$ cat config.mk
export PLATFORM = sky130hd
export DESIGN_NAME = uart_frame_check
export DESIGN_NICKNAME = d
export VERILOG_FILES = /design/src/rtl/uart_pkg.sv /design/src/rtl/uart_majority_vote.sv /design/src/rtl/uart_frame_check.sv
export SDC_FILE = /design/constraint.sdc
export NUM_CORES = 1
export LEC_CHECK = 0
export ABC_CLOCK_PERIOD_IN_PS = 2300
export CORE_MARGIN = 1.5
export CORE_UTILIZATION = 49
export CTS_CLUSTER_SIZE = 28
export DETAILED_ROUTE_END_ITERATION = 12
export PLACE_DENSITY = 0.78
export SETUP_SLACK_MARGIN = 0.5
export SLEW_MARGIN = 10
export SYNTH_ARGS = -nofsm -noshare
export SYNTH_HDL_FRONTEND = slang
export SYNTH_SLANG_ARGS = --single-unit
$ cat constraint.sdc
create_clock -name clk -period 2.3 [get_ports clk]
set_input_delay 0.46 -clock clk [delete_from_list [all_inputs] [get_ports clk]]
set_output_delay 0.46 -clock clk [all_outputs]
set_load 0.02 [all_outputs]
$ cat src/rtl/uart_pkg.sv
// rtl/uart_pkg.sv - shared parity codes and frame-checker state encodings
//
// Purpose: constants and types used by the UART RX frame checker.
//   PAR_NONE/PAR_EVEN/PAR_ODD : parity_mode codes (code 3 also means none)
//   frame_state_t             : frame checker FSM states
//   parity_on()               : true when a mode code asks for a parity check

package uart_pkg;

    localparam logic [1:0] PAR_NONE = 2'd0;
    localparam logic [1:0] PAR_EVEN = 2'd1;
    localparam logic [1:0] PAR_ODD  = 2'd2;

    typedef enum logic [1:0] {
        ST_IDLE    = 2'd0,
        ST_COLLECT = 2'd1,
        ST_STOP2   = 2'd2,
        ST_DONE    = 2'd3
    } frame_state_t;

    function automatic logic parity_on(input logic [1:0] mode);
        return (mode == PAR_EVEN) || (mode == PAR_ODD);
    endfunction

endpackage

$ cat src/rtl/uart_majority_vote.sv
// rtl/uart_majority_vote.sv - oversampled RX line majority voter
//
// Purpose: keeps the last VOTE_N line samples and reports the majority value.
// Ports:
//   clk          in   clock
//   rst          in   asynchronous active-low reset (register goes all-ones = idle line)
//   serial_in    in   synchronised RX line
//   sample_tick  in   shift serial_in into the vote register this cycle
//   voted        out  1 when more than VOTE_N/2 stored samples are 1
// voted is combinational from the register, so a consumer sampling it in the
// same cycle as sample_tick sees the pre-shift majority.

module uart_majority_vote #(
    parameter int VOTE_N = 3
) (
    input  logic clk,
    input  logic rst,
    input  logic serial_in,
    input  logic sample_tick,
    output logic voted
);

    localparam int CW = $clog2(VOTE_N + 1);
    localparam logic [CW-1:0] HALF = CW'(VOTE_N / 2);

    logic [VOTE_N-1:0] vote_sr;
    logic [CW-1:0]     ones;

    generate
        if (VOTE_N == 1) begin : g_single
            always_ff @(posedge clk or negedge rst) begin
                if (!rst) begin
                    vote_sr <= '1;
                end else if (sample_tick) begin
                    vote_sr <= serial_in;
                end
            end
        end else begin : g_shift
            always_ff @(posedge clk or negedge rst) begin
                if (!rst) begin
                    vote_sr <= '1;
                end else if (sample_tick) begin
                    vote_sr <= {vote_sr[VOTE_N-2:0], serial_in};
                end
            end
        end
    endgenerate

    always_comb begin
        ones = '0;
        for (int i = 0; i < VOTE_N; i++) begin
            ones = ones + CW'(vote_sr[i]);
        end
        voted = (ones > HALF);
    end

endmodule

$ cat src/rtl/uart_frame_check.sv
// rtl/uart_frame_check.sv - UART RX frame checker: parity, 1/2 stop bits, error counters
//
// Purpose: runs beside the UART RX FSM, votes each oversampled bit, accumulates
// data parity, checks the parity bit and one or two stop bits, and reports a
// one-cycle frame result plus saturating error counters.
// Ports:
//   clk, rst                 clock, asynchronous active-low reset
//   serial_in, sample_tick   RX line and sample strobe into the voter
//   frame_start              start bit seen; clears per-frame state, latches mode
//   data_bit_en              voted bit is a data bit
//   par_chk_en               voted bit is the parity bit
//   stop_chk_en              voted bit is a stop bit
//   parity_mode[1:0]         0 none, 1 even, 2 odd, 3 none
//   stop_bits_2              1 = two stop bits
//   err_clr                  zero both error counters
//   stop_error, par_error    flags of the current / last frame
//   frame_done, frame_valid  one-cycle result pulse and its no-error qualifier
//   stop_err_cnt, par_err_cnt  saturating per-frame error counts

module uart_frame_check
    import uart_pkg::*;
#(
    parameter int VOTE_N = 3,
    parameter int CNT_W  = 8
) (
    input  logic             clk,
    input  logic             rst,
    input  logic             serial_in,
    input  logic             sample_tick,
    input  logic             frame_start,
    input  logic             data_bit_en,
    input  logic             par_chk_en,
    input  logic             stop_chk_en,
    input  logic [1:0]       parity_mode,
    input  logic             stop_bits_2,
    input  logic             err_clr,
    output logic             stop_error,
    output logic             par_error,
    output logic             frame_done,
    output logic             frame_valid,
    output logic [CNT_W-1:0] stop_err_cnt,
    output logic [CNT_W-1:0] par_err_cnt
);

    localparam logic [CNT_W-1:0] CNT_MAX = '1;

    frame_state_t state, state_nx;

    logic             voted;
    logic [1:0]       mode_q;
    logic             stop2_q;
    logic             par_acc;
    logic             stop_err_q;
    logic             par_err_q;
    logic [CNT_W-1:0] stop_cnt_q;
    logic [CNT_W-1:0] par_cnt_q;

    logic in_frame;
    logic stop_hit;
    logic par_hit;
    logic data_hit;

    uart_majority_vote #(
        .VOTE_N (VOTE_N)
    ) u_vote (
        .clk         (clk),
        .rst         (rst),
        .serial_in   (serial_in),
        .sample_tick (sample_tick),
        .voted       (voted)
    );

    // Enable qualification: frame_start masks everything, and only the
    // highest-priority strobe of stop > parity > data is acted on.
    always_comb begin
        in_frame = (state == ST_COLLECT) || (state == ST_STOP2);
        stop_hit = in_frame && stop_chk_en && !frame_start;
        par_hit  = (state == ST_COLLECT) && par_chk_en && !stop_chk_en && !frame_start;
        data_hit = (state == ST_COLLECT) && data_bit_en && !stop_chk_en && !par_chk_en
                   && !frame_start;
    end

    always_ff @(posedge clk or negedge rst) begin
        if (!rst) begin
            state <= ST_IDLE;
        end else begin
            state <= state_nx;
        end
    end

    always_comb begin
        state_nx = state;
        if (frame_start) begin
            state_nx = ST_COLLECT;
        end else begin
            case (state)
                ST_COLLECT: if (stop_hit) state_nx = stop2_q ? ST_STOP2 : ST_DONE;
                ST_STOP2:   if (stop_hit) state_nx = ST_DONE;
                ST_DONE:    state_nx = ST_IDLE;
                default:    state_nx = ST_IDLE;
            endcase
        end
    end

    // Per-frame flags and latched frame format. The format is captured only at
    // frame_start so the RX side may retune parity_mode/stop_bits_2 mid-frame.
    always_ff @(posedge clk or negedge rst) begin
        if (!rst) begin
            mode_q     <= PAR_NONE;
            stop2_q    <= 1'b0;
            par_acc    <= 1'b0;
            stop_err_q <= 1'b0;
            par_err_q  <= 1'b0;
        end else if (frame_start) begin
            mode_q     <= parity_mode;
            stop2_q    <= stop_bits_2;
            par_acc    <= 1'b0;
            stop_err_q <= 1'b0;
            par_err_q  <= 1'b0;
        end else begin
            if (data_hit) begin
                par_acc <= par_acc ^ voted;
            end
            if (par_hit && parity_on(mode_q)) begin
                par_err_q <= par_acc ^ voted ^ (mode_q == PAR_ODD);
            end
            if (stop_hit) begin
                stop_err_q <= stop_err_q | ~voted;
            end
        end
    end

    // Counters count frames, not bits: they move only in the DONE cycle, which
    // still happens when a new frame_start coincides with it.
    always_ff @(posedge clk or negedge rst) begin
        if (!rst) begin
            stop_cnt_q <= '0;
            par_cnt_q  <= '0;
        end else if (err_clr) begin
            stop_cnt_q <= '0;
            par_cnt_q  <= '0;
        end else if (state == ST_DONE) begin
            if (stop_err_q && (stop_cnt_q != CNT_MAX)) begin
                stop_cnt_q <= stop_cnt_q + CNT_W'(1);
            end
            if (par_err_q && (par_cnt_q != CNT_MAX)) begin
                par_cnt_q <= par_cnt_q + CNT_W'(1);
            end
        end
    end

    always_comb begin
        frame_done   = (state == ST_DONE);
        frame_valid  = (state == ST_DONE) && !(stop_err_q || par_err_q);
        stop_error   = stop_err_q;
        par_error    = par_err_q;
        stop_err_cnt = stop_cnt_q;
        par_err_cnt  = par_cnt_q;
    end

endmodule

==> summary.md, run 1 <==
| Metric | Value |
|---|---|
| Status | finished clean |
| Switch share | between 30% and 40% |
| DR vias/cell | approximately 5.5 |
| CTS Root Cell | clkbuf_4 |
| Placed inst area | 1720 sq um |
| Mean Syn Cell Area | approximately 10 sq um |
| Antenna viol nets, final | 0 |
| VDD IR-drop max | just under 0.0006 V |
| Gate power share | around a third |
| Mux cell area share after synthesis | under 10% |
| Fin. max-slew vios | 0 |
| Routability cong. | just under 0.8 |
| Minimum clock period | around 1.7 ns |
| I/O pins | 32 |
| Antenna violations before repair | 0 |
| Worst slew margin | around 60% |
| Worst Path Required | between 2 and 3 ns |
| Top FF cell, synth | dfrtp_1 |
| Post-Syn Area | 1390 sq um |
| Place WS | between 0.4 and 0.5 ns |
| Setup TNS | 0 ns |
| Num CTS Buffers | 3 |
| Worst-Skew Late Latency | 0.32 ns |
| Tightest Hold Check Type | input pin to asynchronous set/reset pin |
| Final hold violation count | 0 |
| Internal power | roughly 0.00076 W |
| RSZ-0062 raised after global routing | no |
| Ys Warns | 0 |
| Die extent in y | roughly 56 microns |
| Syn Inst Count | roughly 130 |
| Area delta synth->final | 32.9% |
| Synth Area in Compound Gates | between 10% and 20% |
| Max-Cap Viols | 0 |
| WL per Instance | 14.0 microns |
| Largest family of logic cells by synthesized area | simple AND/OR/NAND/NOR gates |
| Hold_buf cts | 0 |
| Reg clk slew, reported paths | ~0.15 ns |
| Total track usage | just over 20% |
| Ant diodes | 0 |
| Post-route cell area | around 1800 sq um |
| CP Capture Type | flip-flop |
| Switch Pwr | 0.000365 W |
| Flop2flop setup slack | about 0.56 ns |
| Die area | roughly 3200 sq um |
| Largest net degree at the start of global routing | 28 |
| CTS H-tree depth | 1 |
| First-pass GRT wire length | between 5000 and 6000 microns |
| Syn_nets | around 150 |
| Synth unique cells | 32 |
| Worst-path fanout max | 4 |
| Layout cells sized above 1 | between 20% and 30% |
| Final setup fails | 0 |
| LEAKAGE | roughly 0.85 nW |
| Fin crit share | between 70% and 80% |
| Worst setup SP type | flip-flop |
| Max Clk Rate | roughly 0.57 GHz |
| Worst-Margin Slew | approximately 0.60 ns |
| Simple-gate area share of the yosys netlist | approximately 17% |
| XOR/XNOR Fraction of Synth Area | slightly above 5% |
| Clock skew | slightly below 0.009 ns |
| DIE WIDTH | around 56 microns |
| Most frequent cells in the layout | dfrtp_1, dlygate4sd2_1, buf_4, a21oi_1, nor2_1 |
| Pwr/cell area | approximately 610 nW/um^2 |
| Worst Path Arrival | around 2.0 ns |
| Setup WS post-layout | between 0.5 and 0.6 ns |
| CTS Sinks | 27 |
| Clk network pwr share | between 15 and 20% |
| Initial DRT Pass Iterations | 4 |
| Final #Nets | around 200 |
| Commonest non-fill, non-tap cell in the layout | dfrtp_1 |
| DRT iter0 DRCs | 25 |
| Vias in the first global route | roughly 1200 |
| Sequential-to-total area share from yosys stat | about 49% |
| DRT Wirelength | slightly below 3000 microns |
| CTS max path bufs | 2 |
| Count of state elements after synthesis | 27 |
| Core footprint | ~2700 sq um |
| Starting Density | 51.2% |
| Synthesized-area fraction occupied by adder cells | approximately 6.3% |
| GR Overflow Total | 0 |
| Sequential share of power | between 40% and 50% |
| Fillers | roughly 220 |
| Worst setup path category | flip-flop to flip-flop |
| DPL Wire Length | roughly 2200 microns |
| PortBufs | 31 |
| Post-synth EDFFs | 0 |
| Residual DRC | 0 |
| FP Rows | 19 |
| Ys async rst share | 100% |
| Via Count | 1158 |
| CTS tree | yes |
[repair_timing]
item	4_1_cts	5_1_grt
resized for setup	25	9
gates cloned	0	0
buffers inserted	4	8
pin swaps	1	2
endpoints found under the setup margin	24	8
[logic make-up after synthesis]
logic type | Yosys count
and+or+nand+nor | 44
adders and majority gates | 7
AOI/OAI and AO/OA | 31
buffers and inverters | 10
muxes | 7
xor gates and xnor gates | 8
DFF | 27
[path summary, 6_finish.rpt]
kind                       cells past startpoint             from                end
max in group asynchronous                      2              rst  u_vote.vote_sr[1]
setup / recovery                               5  stop_err_cnt[0]    stop_err_cnt[5]
hold / removal                                 2              rst     par_err_cnt[4]
hold reg to reg                                1        mode_q[1]          mode_q[1]
min in group clk                               1        mode_q[1]          mode_q[1]
setup reg to reg                               5  stop_err_cnt[0]    stop_err_cnt[5]
[power by group through the flow]
stage | registers [W] | logic (W) | clock network, W
after floorplan | 0.000571 | 0.000197 | 0
after global placement | 0.000563 | 0.000306 | 0
after detailed placement | 0.000567 | 0.000330 | 0
after CTS | 0.000551 | 0.000355 | 0.000218
after global routing | 0.000557 | 0.000400 | 0.000235
final | 0.000553 | 0.000361 | 0.000206
[through the flow]
stage | hold WS [ns] | util (%) | std cells | power, W
2_1_floorplan | 0.164 | - | 134 | 0.000768
3_3_place_gp | 0.501 | 63.4 | 193 | 0.000868
3_5_place_dp | 0.504 | 63.4 | 193 | 0.000897
4_1_cts | 0.492 | 64.9 | 201 | 0.00112
5_1_grt | 0.530 | 68.0 | 209 | 0.00119
6_report | 0.491 | 68.0 | 209 | 0.00112
[layout make-up]
class,count,area [sq um],share of cell area [%]
multi-input combinational,97,687,37.3
sequential,27,684,37.2
timing repair buffer,44,379,20.6
tap,31,38.8,2.11
clock buffer,3,22.5,1.22
inverter,6,22.5,1.22
clock inverter,1,7.51,0.408
[per-layer routing]
layer,wire (microns),GRT usage (%)
met5,0,0
met3,83,2.33
met2,1570,37.6
met1,1260,24.4
met4,23,7.14
[synthesized netlist by cell type (3+ instances only)]
| cell | number | area share (%) |
|---|---|---|
| o21ai_0 | 7 | 2.5 |
| or3_1 | 4 | 1.8 |
| or4_1 | 4 | 2.2 |
| mux2_2 | 5 | 4.1 |
| nand2_1 | 8 | 2.2 |
| ha_1 | 7 | 6.3 |
| nor2_1 | 12 | 3.2 |
| dfstp_2 | 3 | 5.7 |
| inv_1 | 6 | 1.6 |
| dfrtp_1 | 24 | 43 |
| xnor2_1 | 6 | 3.8 |
| o31ai_1 | 4 | 2.2 |
| nand3_1 | 5 | 1.8 |
| a21oi_1 | 13 | 4.7 |
[critical path: stages (launching register included)]
cell and delay, ns:
dfrtp_2 0.46, ha_2 0.20, and3_1 0.19, a21o_1 0.23
or4_4 0.49, a21oi_2 0.12
[registers in the layout, summed over array words and instances (netlist names)]
name and cells:
mode_q 2, state 2, par_acc 1, stop_err_cnt 8, u_vote.vote_sr 3, stop_error 1
par_error 1, stop2_q 1, par_err_cnt 8
No activity file was read; power rests on OpenSTA's default activity.
==> inputs of run 2 (changes only) <==
--- a/config.mk
+++ b/config.mk
@@ -5,12 +5,12 @@
 export SDC_FILE = /design/constraint.sdc
 export NUM_CORES = 1
 export LEC_CHECK = 0
-export ABC_CLOCK_PERIOD_IN_PS = 2300
+export ABC_CLOCK_PERIOD_IN_PS = 1500
 export CORE_MARGIN = 1.5
-export CORE_UTILIZATION = 49
+export CORE_UTILIZATION = 44
 export CTS_CLUSTER_SIZE = 28
 export DETAILED_ROUTE_END_ITERATION = 12
-export PLACE_DENSITY = 0.78
+export PLACE_DENSITY = 0.74
 export SETUP_SLACK_MARGIN = 0.5
 export SLEW_MARGIN = 10
 export SYNTH_ARGS = -nofsm -noshare
==> constraint.sdc (replaced) <==
create_clock -name clk -period 1.5 [get_ports clk]
set_input_delay 0.3 -clock clk [delete_from_list [all_inputs] [get_ports clk]]
set_output_delay 0.3 -clock clk [all_outputs]
set_load 0.02 [all_outputs]
==> run 2 against run 1 <==
Net effect: the run now ends with setup timing left; clock skew decreased by 0.00061 ns; utilization is 19 points higher; clock-buffer cell count grew 1; cell area is 43% higher; worst hold slack lost 0.18 ns; sequential share of layout area shrank 11 points; non-clock buffer count rose by 46; setup slack worse by 0.71 ns; highest routed layer unchanged.
==> summary.md, run 2 (synthesis results as in run 1) <==
| Metric | Value |
|---|---|
| Status | complete, but fails checks |
| Failing checks | setup timing |
| RSZ-0062 raised after global routing | yes |
| Core footprint | 3030 sq um (+12%) |
| Pwr/cell area | 940 nW/um^2 (+54%) |
| LEAKAGE | 1.13 nW (+33%) |
| Num CTS Buffers | 3 (unchanged) |
| Slowest cell on the critical path | or4_4 |
| Setup WS post-layout | -0.149 ns (-0.708 ns) |
| Fin crit share | 110% (+34 points) |
| Final #Nets | 244 (+23%) |
| Setup TNS | -1.56 ns (-1.56 ns) |
| Worst path depth | 5 (unchanged) |
| Final hold violation count | 0 (unchanged) |
| Fillers | 145 (-33%) |
| Commonest non-fill, non-tap cell in the layout | buf_6 |
| CTS tree | yes |
| Max-Cap Viols | 0 (unchanged) |
| Vias in the first global route | 1565 (+32%) |
| Max Clk Rate | 0.607 GHz (+5.6%) |
| Post-route cell area | 2640 sq um (+43%) |
| Final non-filler cell total | 268 (+28%) |
| Residual DRC | 0 (unchanged) |
| WL per Instance | 17.3 microns (+23%) |
| Worst-Skew Late Latency | 0.34 ns (+0.02 ns) |
| Area delta synth->final | 90.4% |
| Final setup fails | 20 (+20) |
| Crit path max-delay family | simple AND/OR/NAND/NOR gates |
| R2R cell count | 5 (unchanged) |
| Worst Path Arrival | 1.93 ns (-0.07 ns) |
| Placed inst area | 2110 sq um (+23%) |
| CTS Root Cell | clkbuf_4 |
| Clock skew | 0.00812 ns (-0.000609 ns) |
| PortBufs | 31 (unchanged) |
| Worst-path fanout max | 4 (unchanged) |
| Layout cells sized above 1 | 62.5% (+42 points) |
| Worst slew margin | 75.6% (+16 points) |
| Most frequent cells in the layout | buf_6, buf_4, dfrtp_1 |
| Worst setup path category | flip-flop to flip-flop |
| CP Capture Type | flip-flop |
| DPL Wire Length | 2610 microns (+21%) |
| Crit-path cells | ha_4 > nand2_2 > a41o_1 > or4_4 > a21oi_2 |
| DR vias/cell | 5.39 (-2.7%) |
| Initial DRT Pass Iterations | 4 (unchanged) |
| Antenna violations before repair | 0 (unchanged) |
| CP peak stage delay | 0.49 ns (about the same) |
| Total track usage | 28.1% (+7.6 points) |
| Worst setup SP type | flip-flop |
| Cells after DPL | 237 (+23%) |
| DRT Wirelength | 4630 microns (+58%) |
| Minimum clock period | 1.65 ns (-0.0923 ns) |
| First-pass GRT wire length | 7160 microns (+39%) |
| FP Rows | 20 (+1) |
| CTS Sinks | 27 (unchanged) |
| Tightest Hold Check Type | input pin to asynchronous set/reset pin |
| I/O pins | 32 (unchanged) |
| Fin. max-slew vios | 0 (unchanged) |
| DIE WIDTH | 59.1 microns (+5.2%) |
| Antenna viol nets, final | 0 (unchanged) |
| Routability cong. | 0.836 (+6.2%) |
| Hold_buf cts | 0 (unchanged) |
| Via Count | 1445 (+25%) |
| CTS H-tree depth | 1 (unchanged) |
| Reg clk slew, reported paths | 0.16 ns (about the same) |
| DRT iter0 DRCs | 94 (+280%) |
| VDD IR-drop max | 0.000764 V (+32%) |
| Die area | 3500 sq um (+11%) |
| Worst-Margin Slew | 0.365 ns (-0.236 ns) |
| CTS max path bufs | 2 (unchanged) |
| Die extent in y | 59.1 microns (+5.2%) |
| Worst Path Required | 1.78 ns (-0.78 ns) |
| Starting Density | 45.8% (-5.4 points) |
| Ant diodes | 0 (unchanged) |
| Largest net degree at the start of global routing | 28 (unchanged) |
| Buf/Inv on CP | 0 (unchanged) |
| GR Overflow Total | 0 (unchanged) |
==> run 2: cell count changes in the layout (fill, tap and decap cells not counted), moves of 6 or more <==
cell | previous run | this run
dlygate4sd2_1 | 19 | 0
ha_4 | 0 | 6
dfrtp_1 | 20 | 13
buf_4 | 13 | 26
dfrtp_2 | 4 | 11
buf_6 | 0 | 53
==> run 2: worst paths after layout <==
| path | startpoint | endpoint | slack, ns |
|---|---|---|---|
| max in group asynchronous | rst | u_vote.vote_sr[0] | 0.88 |
| setup reg to reg | state[0] | par_err_cnt[5] | -0.15 |
| hold / removal | rst | par_err_cnt[1] | 0.31 |
| setup / recovery | state[0] | par_err_cnt[5] | -0.15 |
| min in group clk | parity_mode[0] | mode_q[0] | 0.51 |
| hold reg to reg | mode_q[1] | mode_q[1] | 0.56 |
==> run 2: what timing repair did <==
action | CTS | global route
endpoints found under the setup margin | 41 | 41
setup buffers | 16 | 11
pin swaps | 22 | 14
gates cloned | 0 | 0
resized for setup | 169 | 20
==> run 2: area by class of cell <==
| class | instances | area [sq um] | area share, % |
|---|---|---|---|
| multi-input cells | 97 | 936 | 35.5 |
| flip-flops and latches | 27 | 693 | 26.3 |
| inverters | 6 | 27.5 | 1.04 |
| clock buffers | 4 | 26.3 | 0.995 |
| repair buffers | 90 | 902 | 34.2 |
| well taps | 44 | 55.1 | 2.09 |
==> run 2: metal layers <==
metal,vias to the layer above,GRT usage (%),part of all wire [%]
met2,47,54.4,58
li1,670,-,-
met4,0,13.6,2.1
met1,718,28.3,35
met5,-,0,0
met3,10,5.02,4.3
==> run 2: through the flow <==
| step | power [W] | setup WS, ns | util [%] | hold slack (ns) |
|---|---|---|---|---|
| after floorplan | 0.00134 | -0.171 | - | 0.00441 |
| after global placement | 0.00160 | -0.120 | 69.5 | 0.497 |
| after detailed placement | 0.00166 | -0.140 | 69.5 | 0.508 |
| after CTS | 0.00233 | -0.127 | 81.8 | 0.325 |
| after global routing | 0.00260 | -0.218 | 87.2 | 0.318 |
| final | 0.00248 | -0.149 | 87.2 | 0.313 |
==> run 2: where the power goes <==
group	switching (W)	leakage, nW	internal, W	total, W
Sequential	0.0000729	0.337	0.000799	0.000872
Clock	0.000235	0.0150	0.000105	0.000340
Combinational	0.000543	0.780	0.000726	0.00127
==> inputs of run 3 (changes only) <==
--- a/config.mk
+++ b/config.mk
@@ -5,7 +5,6 @@
 export SDC_FILE = /design/constraint.sdc
 export NUM_CORES = 1
 export LEC_CHECK = 0
-export ABC_CLOCK_PERIOD_IN_PS = 1500
 export CORE_MARGIN = 1.5
 export CORE_UTILIZATION = 44
 export CTS_CLUSTER_SIZE = 28
==> results of run 3 <==
The final DEF is identical to that of run 2; final timing and power are the same.
